$ cat src/rtl/camera_i2c_arbiter.sv
// Round-robin owner of the shared camera I2C pad with a bus-free gap between owners,
// a hold-time watchdog, and boot gating that admits only the MIPI bridge until it finishes.
module camera_i2c_arbiter #(
  parameter int unsigned GAP_CYCLES     = 250,
  parameter int unsigned TIMEOUT_CYCLES = 2500000
) (
  input  logic       CLK_50,
  input  logic       RESET,
  input  logic [2:0] REQ,
  input  logic [2:0] SCL_IN,
  input  logic [2:0] SDA_OE_IN,
  output logic [2:0] GNT,
  output logic       I2C_SCL,
  output logic       I2C_SDA_OE,
  output logic       BRIDGE_READY,
  output logic       TIMEOUT
);

  localparam int unsigned GAP_W = (GAP_CYCLES < 2) ? 1 : $clog2(GAP_CYCLES + 1);
  localparam int unsigned TO_W  = $clog2(TIMEOUT_CYCLES + 1);
  localparam logic [GAP_W-1:0] GAP_LAST  = GAP_W'(GAP_CYCLES - 1);
  localparam logic [TO_W-1:0]  HOLD_LAST = TO_W'(TIMEOUT_CYCLES - 1);

  typedef enum logic [1:0] {
    ST_IDLE  = 2'd0,
    ST_GRANT = 2'd1,
    ST_GAP   = 2'd2
  } state_t;

  state_t            state_q;
  logic [2:0]        gnt_q;
  logic [1:0]        owner_q;
  logic [1:0]        last_q;
  logic [2:0]        mask_q;
  logic [GAP_W-1:0]  gap_cnt_q;
  logic [TO_W-1:0]   hold_cnt_q;
  logic              bridge_ready_q;
  logic              timeout_q;

  logic [2:0]        elig_d;
  logic              pick_valid_d;
  logic [1:0]        pick_idx_d;

  // Until the bridge has configured itself, the sensor and VCM must stay off the bus.
  assign elig_d = (bridge_ready_q ? REQ : (REQ & 3'b001)) & ~mask_q;

  always_comb begin
    int idx;
    pick_valid_d = 1'b0;
    pick_idx_d   = 2'd0;
    idx          = 0;
    for (int k = 1; k <= 3; k++) begin
      idx = (int'(last_q) + k) % 3;
      if (!pick_valid_d && elig_d[idx]) begin
        pick_valid_d = 1'b1;
        pick_idx_d   = 2'(idx);
      end
    end
  end

  always_ff @(posedge CLK_50) begin
    if (RESET) begin
      state_q        <= ST_IDLE;
      gnt_q          <= 3'b000;
      owner_q        <= 2'd0;
      last_q         <= 2'd2;
      mask_q         <= 3'b000;
      gap_cnt_q      <= '0;
      hold_cnt_q     <= '0;
      bridge_ready_q <= 1'b0;
      timeout_q      <= 1'b0;
    end else begin
      timeout_q <= 1'b0;
      // A mask lifts once the revoked requester is seen with its request low.
      mask_q    <= mask_q & REQ;
      case (state_q)
        ST_IDLE: begin
          if (pick_valid_d) begin
            state_q    <= ST_GRANT;
            gnt_q      <= 3'b001 << pick_idx_d;
            owner_q    <= pick_idx_d;
            last_q     <= pick_idx_d;
            hold_cnt_q <= '0;
          end
        end
        ST_GRANT: begin
          if (!REQ[owner_q]) begin
            state_q   <= ST_GAP;
            gnt_q     <= 3'b000;
            gap_cnt_q <= '0;
            if (owner_q == 2'd0) begin
              bridge_ready_q <= 1'b1;
            end
          end else if (hold_cnt_q == HOLD_LAST) begin
            state_q   <= ST_GAP;
            gnt_q     <= 3'b000;
            gap_cnt_q <= '0;
            timeout_q <= 1'b1;
            mask_q    <= (mask_q & REQ) | gnt_q;
          end else begin
            hold_cnt_q <= hold_cnt_q + 1'b1;
          end
        end
        ST_GAP: begin
          if (gap_cnt_q == GAP_LAST) begin
            state_q <= ST_IDLE;
          end else begin
            gap_cnt_q <= gap_cnt_q + 1'b1;
          end
        end
        default: begin
          state_q <= ST_IDLE;
          gnt_q   <= 3'b000;
        end
      endcase
    end
  end

  // Pad idles released (SCL high, SDA not pulled) whenever nobody owns the bus.
  assign I2C_SCL      = (gnt_q == 3'b000) ? 1'b1 : |(gnt_q & SCL_IN);
  assign I2C_SDA_OE   = |(gnt_q & SDA_OE_IN);
  assign GNT          = gnt_q;
  assign BRIDGE_READY = bridge_ready_q;
  assign TIMEOUT      = timeout_q;

endmodule

$ cat config.mk
export PLATFORM = sky130hd
export DESIGN_NAME = camera_i2c_arbiter
export DESIGN_NICKNAME = d
export VERILOG_FILES = /design/src/rtl/camera_i2c_arbiter.sv
export SDC_FILE = /design/constraint.sdc
export NUM_CORES = 1
export LEC_CHECK = 0
export CAP_MARGIN = 20
export CORE_ASPECT_RATIO = 0.7
export CORE_UTILIZATION = 52
export CTS_CLUSTER_SIZE = 10
export DETAILED_ROUTE_END_ITERATION = 10
export PLACE_DENSITY = 0.79
export SYNTH_ARGS = -nofsm -noshare
export SYNTH_HDL_FRONTEND = slang
export SYNTH_SLANG_ARGS = --single-unit
$ cat constraint.sdc
create_clock -name CLK_50 -period 2.2 [get_ports CLK_50]
set_input_delay 0.22 -clock CLK_50 [delete_from_list [all_inputs] [get_ports CLK_50]]
set_output_delay 0.22 -clock CLK_50 [all_outputs]
set_load 0.05 [all_outputs]
Yosys cells after proc, flatten, opt, wreduce, memory -nomap -nowiden
Index checks and enable logic that the tools add are counted.
W data, S select, Z words.
Storage, ports and cells
  flip-flop bits (word level): 44
  input port bits: 11
  output and inout bits: 7
  word-level logic and storage cells: 99
Cells by class
  add/sub/neg operators: 5
  div/mod/pow operators: 3
  magnitude comparators: 4
  equality and inequality tests: 10
  shift operators: 1
  muxes and demuxes: 40
  bitwise gates (word level): 9
  reductions and logical operators: 18
Operators with widths (number)
  $lt A32 B4 Y1 const B: 3
  $mod A32 B3 Y32 const B: 3
  $mux W22: 3
  $pmux W22 S2: 1
  $mux W8: 3
  $add A22 B1 Y22 const B: 1
  $eq A22 B22 Y1 const B: 1
  $mux W3: 7
  $pmux W8 S2: 1
  $mux W2: 7
  $and A3 B3 Y3: 4
  $mux W1: 12
  $reduce_and A3 Y1: 4
  $ne A2 B2 Y1 const B: 5
  $pmux W3 S3: 1
  $reduce_or A3 Y1: 3
  $add A8 B1 Y8 const B: 1
  $bmux W1 S2: 4
  $eq A8 B8 Y1 const B: 1
  $add A2 B2 Y3 const B: 2
  $pmux W2 S3: 1
  $logic_not A2 Y1: 2
  $reduce_and A4 Y1: 1
  $reduce_bool A2 Y1: 2
  other kinds (13): 17

Longest topological paths before layout
Gate-level depths: netlist of run 1.
  depth in word-level cells: 15
  depth in mapped cells: 9
  mapped depth without buffers: 8

Worst setup path after synthesis of run 1
OpenSTA, ideal clock, no wires.
  path kind: register -> register
  start: reg owner_q[0]
  end: reg hold_cnt_q[16]
  setup time: 0.060 ns
  arrival time: 2.172 ns
  data required time: 2.140 ns
  path slack: -0.032 ns
  cell stages (with the launch flop): 10
  buffers on the path: 1
  period minus slack after synthesis: 2.232 ns
  cell sequence: dfxtp_1 inv_1 ha_1 or3b_1 a21oi_1 or2_2 o21ai_2 clkbuf_1 a2111o_1 nand2_1
On the way
  longest elaborated chain between the ends: 4
Ends and longest elaborated chain
  start, declared: RTL line 32  | logic [1:0] owner_q;
  start signal, assigned: RTL line 81  | owner_q <= pick_idx_d;
  $bmux W1 S2: RTL line 87  | if (!REQ[owner_q]) begin
  $mux W1 (implied by the code): RTL line 87
  $ne A2 B2 Y1 (no line)
  $reduce_and A4 Y1 (no line)
  end signal, assigned: RTL line 101  | hold_cnt_q <= hold_cnt_q + 1'b1;
  end, declared: RTL line 36  | logic [TO_W-1:0] hold_cnt_q;
No other way between the ends. The select of a mux whose other input is x is not followed.
A chain may end at the register's enable or synchronous reset.

Worst setup path after layout of run 1
  start: reg last_q[1]
  end: reg hold_cnt_q[9]
On the way
  longest elaborated chain between the ends: 14
  elaborated cells between the ends (all ways): 24
  classes of those cells: 3 x add/sub; 3 x div; 1 x eq/ne; 12 x mux; 5 x reduce/logical
Ends and longest elaborated chain
  start, declared: RTL line 33  | logic [1:0] last_q;
  start signal, assigned: RTL line 82  | last_q <= pick_idx_d;
  $add A2 B1 Y3: RTL line 53  | idx = (int'(last_q) + k) % 3;
  $mod A32 B3 Y32: RTL line 53
  $bmux W1 S2: RTL line 54  | if (!pick_valid_d && elig_d[idx]) begin
  $mux W1 (implied by the code) (2 in series): RTL line 54
  $mux W1: RTL line 54
  $logic_not A1 Y1: RTL line 54
  $logic_and A1 B1 Y1: RTL line 54
  $mux W1: RTL line 54
  $logic_not A1 Y1: RTL line 54
  $logic_and A1 B1 Y1: RTL line 54
  $mux W1 *: RTL line 54
  $ne A2 B2 Y1 (no line) *
  $reduce_and A4 Y1 (no line) *
Mark *: on every way between the ends. The rest lies on a longest branch, timed or not. The select of a mux whose other input is x is not followed.

==> impl_metrics.toml, run 1 <==
[critical_path]
r2r_start = "last_q[1]"
worstPathMaxFanout = 5
critPathArrivalTime_ns = 2.35
regToRegEndpoint = "hold_cnt_q[9]"
r2r_cells = 9
end_kind = "flop"
cp-start-kind = "flop"
critPathRequiredTime_ns = 2.39
r2r_slack_ns = 0.04
critical_path_class = "reg2reg"

[die]
die_w_um = 83.2
rows = 20
dieHeight_um = 58.8
die_area_um2 = 4890
pin_count = 18
coreArea_um2 = 4380
start_util = 0.548

[drt]
vias_per_cell = 6.04
wl_per_cell_um = 15.4
drc = 0
drt_iter0_markers = 113
vias = 2338
drtPass1Iterations = 4
wirelength_mm = 5.97
ant_nets = 0

[timing]
fin_skew_ns = 0.00459
hold_violations = 0
period_share = 0.982
fin_crit_ns = 2.16
finalSetupViolations = 0
final-max-slew-violation-count = 0
fmax_ghz = 0.463
grt_setup_unrepaired = "true"
tightest_slew_ns = 0.509
maxSlewHeadroom = 0.659

[logic_synthesis]
synth_common_cells = "dfxtp_1 (43), nand2_1 (36), nor2_1 (21)"
avgSynthCellArea_um2 = 8.39
ys_warn_count = 0
synth_cell_type_count = 51
synthFlopType = "dfxtp_1"
synth_top_cell_by_area = "dfxtp_1"
netlist_area_um2 = 2400
ys_async_sr_fraction = 0
synth_edf_count = 0
syn-num-nets = 304
synth_seq_cells = 43
synth_most_common_cell = "dfxtp_1"
synth_top_area_frac = 0.359
synth.area.top_cells = "dfxtp_1 (36%), nand2_1 (5.6%), mux2i_1 (4.6%)"
synth_seq_area_share = 0.359
synth_cells = 286

[layout]
fin_util = 0.688
diodes = 0
stdcell_count = 387
final_net_count = 349
area_growth_pct = 25.6
drive_above_1_share = 0.199

[worst_hold_path]
worstHoldPathType = "reg2reg"
hold_depth = 2
hold_end = "mask_q[1]"
hold_start = "mask_q[1]"

[global_route]
grt_first_pass_wirelength_mm = 9.78
antenna_found_initial = 0
grt_remaining_overflow = 0
grt_pass1_vias = 2147
grt_max_degree = 20
grt_usage = 0.254

[clock_network]
cts-root-buf = "clkbuf_8"
clk_latency_ns = 0.30
clk_pin_slew_worst_paths_ns = 0.08
cts_inserted_buffers = 5
clock_sinks = 43
cts_tree = "built"
clk_path_buf_depth = 2
htreeDepth = 2

[place]
hpwl_mm = 4.36
io_buffers = 17
gp_congestion = 0.878
dp.cells = 379

[pwr]
vdd_ir_drop_max_mv = 0.824
p_per_area_nw_per_um2 = 1080
leakagePower_nw = 1.10

[run_status]
outcome = "finished clean"

[job]
max_cap_violations = 0
==> critical path, cell delays in order (launching register included) <==
cell and delay [ns]:
dfxtp_2 0.36, inv_1 0.09, ha_2 0.21, nand2_1 0.07, a32o_1 0.28, o31a_1 0.28
buf_4 0.16, o211a_4 0.27, o21a_1 0.20, mux2i_1 0.13
==> state kept, by name, indices dropped and copies added (netlist names) <==
name / count
BRIDGE_READY: 1
GNT: 3
TIMEOUT: 1
gap_cnt_q: 8
hold_cnt_q: 22
last_q: 1
mask_q: 3
owner_q: 2
state_q: 2
==> metal layers <==
metal | up-vias | share of wire | global-route usage
met5 | - | 0 | 0
met4 | 0 | 0.023 | 0.0911
met3 | 16 | 0.056 | 0.0505
met2 | 67 | 0.44 | 0.413
met1 | 1105 | 0.48 | 0.341
li1 | 1150 | - | -
==> worst max-delay path by stage <==
stage | startpoint | to | slack (ns) | depth (start not counted)
3_3_place_gp | REQ[0] | hold_cnt_q[21] | -0.07 | 8
2_1_floorplan | owner_q[0] | hold_cnt_q[16] | 0.02 | 9
3_5_place_dp | REQ[0] | hold_cnt_q[21] | -0.14 | 8
4_1_cts | last_q[1] | hold_cnt_q[11] | 0.03 | 9
6_report | last_q[1] | hold_cnt_q[9] | 0.04 | 9
5_1_grt | last_q[1] | hold_cnt_q[9] | -0.05 | 9
==> cells by family (layout without fill, tap and decap cells) <==
kind of cell | after synthesis | count (layout) | synth area share
xor gates and xnor gates | 8 | 8 | 0.0292
AOI/OAI and AO/OA | 66 | 66 | 0.205
DFF | 43 | 43 | 0.359
adders and majority gates | 7 | 7 | 0.0365
muxes | 11 | 11 | 0.0459
buffers and inverters | 20 | 66 | 0.0402
and+or+nand+nor | 131 | 131 | 0.284
==> through the flow <==
| stage | hold slack [ns] | setup TNS [ns] | cell area, um2 | setup WS, ns | total power [W] |
|---|---|---|---|---|---|
| 4_1_cts | 0.464 | 0 | 2980 | 0.0321 | 0.00320 |
| 3_5_place_dp | 0.453 | -1.00 | 2850 | -0.142 | 0.00253 |
| 5_1_grt | 0.490 | -0.147 | 3010 | -0.0521 | 0.00341 |
| 6_report | 0.460 | 0 | 3010 | 0.0393 | 0.00324 |
| 2_1_floorplan | 0.360 | 0 | 2400 | 0.0155 | 0.00191 |
| 3_3_place_gp | 0.444 | -0.375 | 2850 | -0.0667 | 0.00248 |
==> area by class of cell <==
class	count	area, um2
clock buffers	5	68.8
fillers	345	1370
clock inverters	3	43.8
repair buffers	50	440
flip-flops and latches	43	866
inverters	8	30.0
well taps	55	68.8
multi-input cells	223	1490
==> placed cells by master (no fill, tap or decap), types with 5 or more instances in the layout <==
cell type        count
a2111o_1             6
a21oi_1             14
and3_1               7
buf_4               32
clkbuf_8             5
clkdlybuf4s50_1     16
dfxtp_1             39
inv_1                6
mux2i_1             11
nand2_1             36
nand2b_1            14
nand3_1             13
nand4_1              7
nor2_1              21
nor3_1               5
o2111ai_1            6
o21ai_0              7
o21ai_2              5
xnor2_1              5
==> repair_timing <==
action | CTS | global route
hold endpoints to repair | 0 | 0
hold buffers | 0 | 0
buffers inserted | 0 | 0
pin swaps | 0 | 1
gates resized for setup | 10 | 12
endpoints found under the setup margin | 15 | 17
==> power by group <==
group          total, W  switching, W  internal [W]
clock          0.000625      0.000286      0.000338
sequential     0.000912     0.0000666      0.000845
combinational   0.00170      0.000983      0.000720
No activity file was read; power rests on OpenSTA's default activity.
==> run 2, diff against run 1 <==
GPL_TIMING_DRIVEN = 0   (was default)
==> run 2 against run 1 <==
Compared with the run above:
- the run now ends with negative setup slack left
- non-clock buffer count decreased by 9
- total power up 15%
- register-to-register slack got worse by 0.05 ns
- critical path type unchanged
- final cell count is 2.3% lower
==> impl_metrics.toml, run 2 (synthesized netlist as in run 1, its figures left out) <==
[global_route]
grt_max_degree = 15
grt_remaining_overflow = 0
antenna_found_initial = 0
grt_pass1_vias = 2138
grt_first_pass_wirelength_mm = 10.1
grt_usage = 0.261

[clock_network]
clk_latency_ns = 0.31
cts_inserted_buffers = 5
clock_sinks = 43
cts-root-buf = "clkbuf_8"
hold_buffers = 0
clk_pin_slew_worst_paths_ns = 0.09
cts_tree = "built"
htreeDepth = 2
clk_path_buf_depth = 2

[critical_path]
slowest_stage = "dfxtp_4"
worstPathCellList = "inv_6 -> ha_4 -> or3b_4 -> a21oi_4 -> or2_4 -> o21ai_4 -> buf_8 -> a2111o_1 -> nand2_1"
crit_family = "compound AO/OA/AOI/OAI gates"
critPathArrivalTime_ns = 2.47
r2r_start = "owner_q[0]"
cpPeakStageDelay_ns = 0.42
end_kind = "flop"
worstPathMaxFanout = 8
regToRegEndpoint = "hold_cnt_q[8]"
r2r_slack_ns = -0.01
cp-start-kind = "flop"
critical_path_class = "reg2reg"
crit_buf_inv = 2
critPathRequiredTime_ns = 2.46
r2r_cells = 9

[layout]
largest_reg_flops = 22
multiInputGateArea_um2 = 1580
stdcell_count = 378
nFillCells = 328
final_net_count = 340
final_cell_mix = "dfxtp_1 (38), nand2_1 (35), nor2_1 (20)"
top_register = "hold_cnt_q"
final-seq-area_um2 = 872
area_growth_pct = 27.9
reg_top3 = "hold_cnt_q x22, gap_cnt_q x8"
drive_above_1_share = 0.198
diodes = 0
final_common_cell = "dfxtp_1"

[timing]
final-max-slew-violation-count = 0
fin_skew_ns = 0.00417
hold_violations = 0
finalSetupViolations = 2
fin_tns_setup_ns = -0.0189
period_share = 1.00
grt_setup_unrepaired = "true"
fin_crit_ns = 2.21
maxSlewHeadroom = 0.636
fin_ws_ns = -0.00961
tightest_slew_ns = 0.545
fmax_ghz = 0.453

[drt]
drc = 0
wirelength_mm = 6.50
drt_iter0_markers = 230
wl_per_cell_um = 17.2
ant_nets = 0
vias_per_cell = 6.25
vias = 2361
drtPass1Iterations = 5

[pwr]
p_total_w = 0.00374
p_per_area_nw_per_um2 = 1220
vdd_ir_drop_max_mv = 0.676
leakagePower_nw = 1.11

[worst_hold_path]
worstHoldPathType = "in2reg"
hold_depth = 3
hold_end = "mask_q[1]"
hold_start = "REQ[1]"

[die]
pin_count = 18
dieHeight_um = 58.8
die_area_um2 = 4890
start_util = 0.548
die_w_um = 83.2
rows = 20
coreArea_um2 = 4380

[place]
io_buffers = 16
hpwl_mm = 4.14
dp.cells = 357
gp_congestion = 0.946

[job]
max_cap_violations = 0

[run_status]
outcome = "finished with violations"
violations = "negative setup slack"
-- run 2: cell count changes in the layout (fill, tap and decap cells not counted), moves of 3 or more --
cell,delta
buf_6,+3
buf_4,-20
o21ai_1,+3
buf_8,+4
ha_4,+3
clkbuf_1,+3
o21ai_2,-4
-- run 2: worst register-to-register path, delay by kind of cell, from the launching register on --
kind	cells	cell delay [ns]
buffers and inverters	2	0.25
AND/OR/NAND/NOR	3	0.63
AO/OA/AOI/OAI	3	0.70
flip-flops	1	0.42
adder cells (fa/ha/maj)	1	0.17
-- run 2: power breakdown --
| part | internal (W) | switching, W | leakage (nW) | total [W] |
|---|---|---|---|---|
| combinational | 0.000975 | 0.00116 | 0.700 | 0.00214 |
| clock | 0.000338 | 0.000302 | 0.0581 | 0.000641 |
| sequential | 0.000853 | 0.000107 | 0.350 | 0.000960 |
| total | 0.00217 | 0.00157 | 1.11 | 0.00374 |
-- run 2: area by class of cell --
class	instances	area share
timing repair buffer	29	0.0950
inverter	8	0.0122
buffer	12	0.0334
clock inverter	3	0.0143
sequential	43	0.284
tap	55	0.0224
clock buffer	5	0.0224
multi-input combinational	223	0.516
-- run 2: what timing repair did --
action                     4_1_cts  5_1_grt
pin swaps                        4       11
gates resized for setup         31       38
gates cloned                     1        1
setup buffers                    3        8
setup endpoints to repair       40       34
-- run 2: metal layers --
metal | vias to the layer above | track usage | routed length (um)
met5 | - | 0 | 0
met4 | 0 | 0.0961 | 112
met3 | 13 | 0.0617 | 391
met2 | 89 | 0.430 | 2980
met1 | 1123 | 0.340 | 3010
li1 | 1136 | - | -
-- run 2: worst max-delay path by stage --
stage          startpoint              to  slack (ns)  cells after the start
2_1_floorplan  owner_q[0]  hold_cnt_q[16]        0.02                      9
3_3_place_gp       REQ[0]   hold_cnt_q[6]       -0.40                      8
3_5_place_dp       REQ[2]  hold_cnt_q[15]       -0.45                      8
4_1_cts         last_q[1]      owner_q[0]      -0.001                      9
5_1_grt        owner_q[0]   hold_cnt_q[8]       -0.06                      9
6_report       owner_q[0]   hold_cnt_q[8]       -0.01                      9
-- run 2: through the flow --
stage               utilization  setup slack [ns]  area (um2)  hold slack (ns)
finish                    0.701          -0.00961        3070            0.232
global route              0.701           -0.0571        3070            0.269
CTS                       0.655          -0.00110        2870            0.298
detailed placement        0.601            -0.449        2630            0.462
global placement          0.601            -0.397        2630            0.445
floorplan                     -            0.0155        2400            0.360
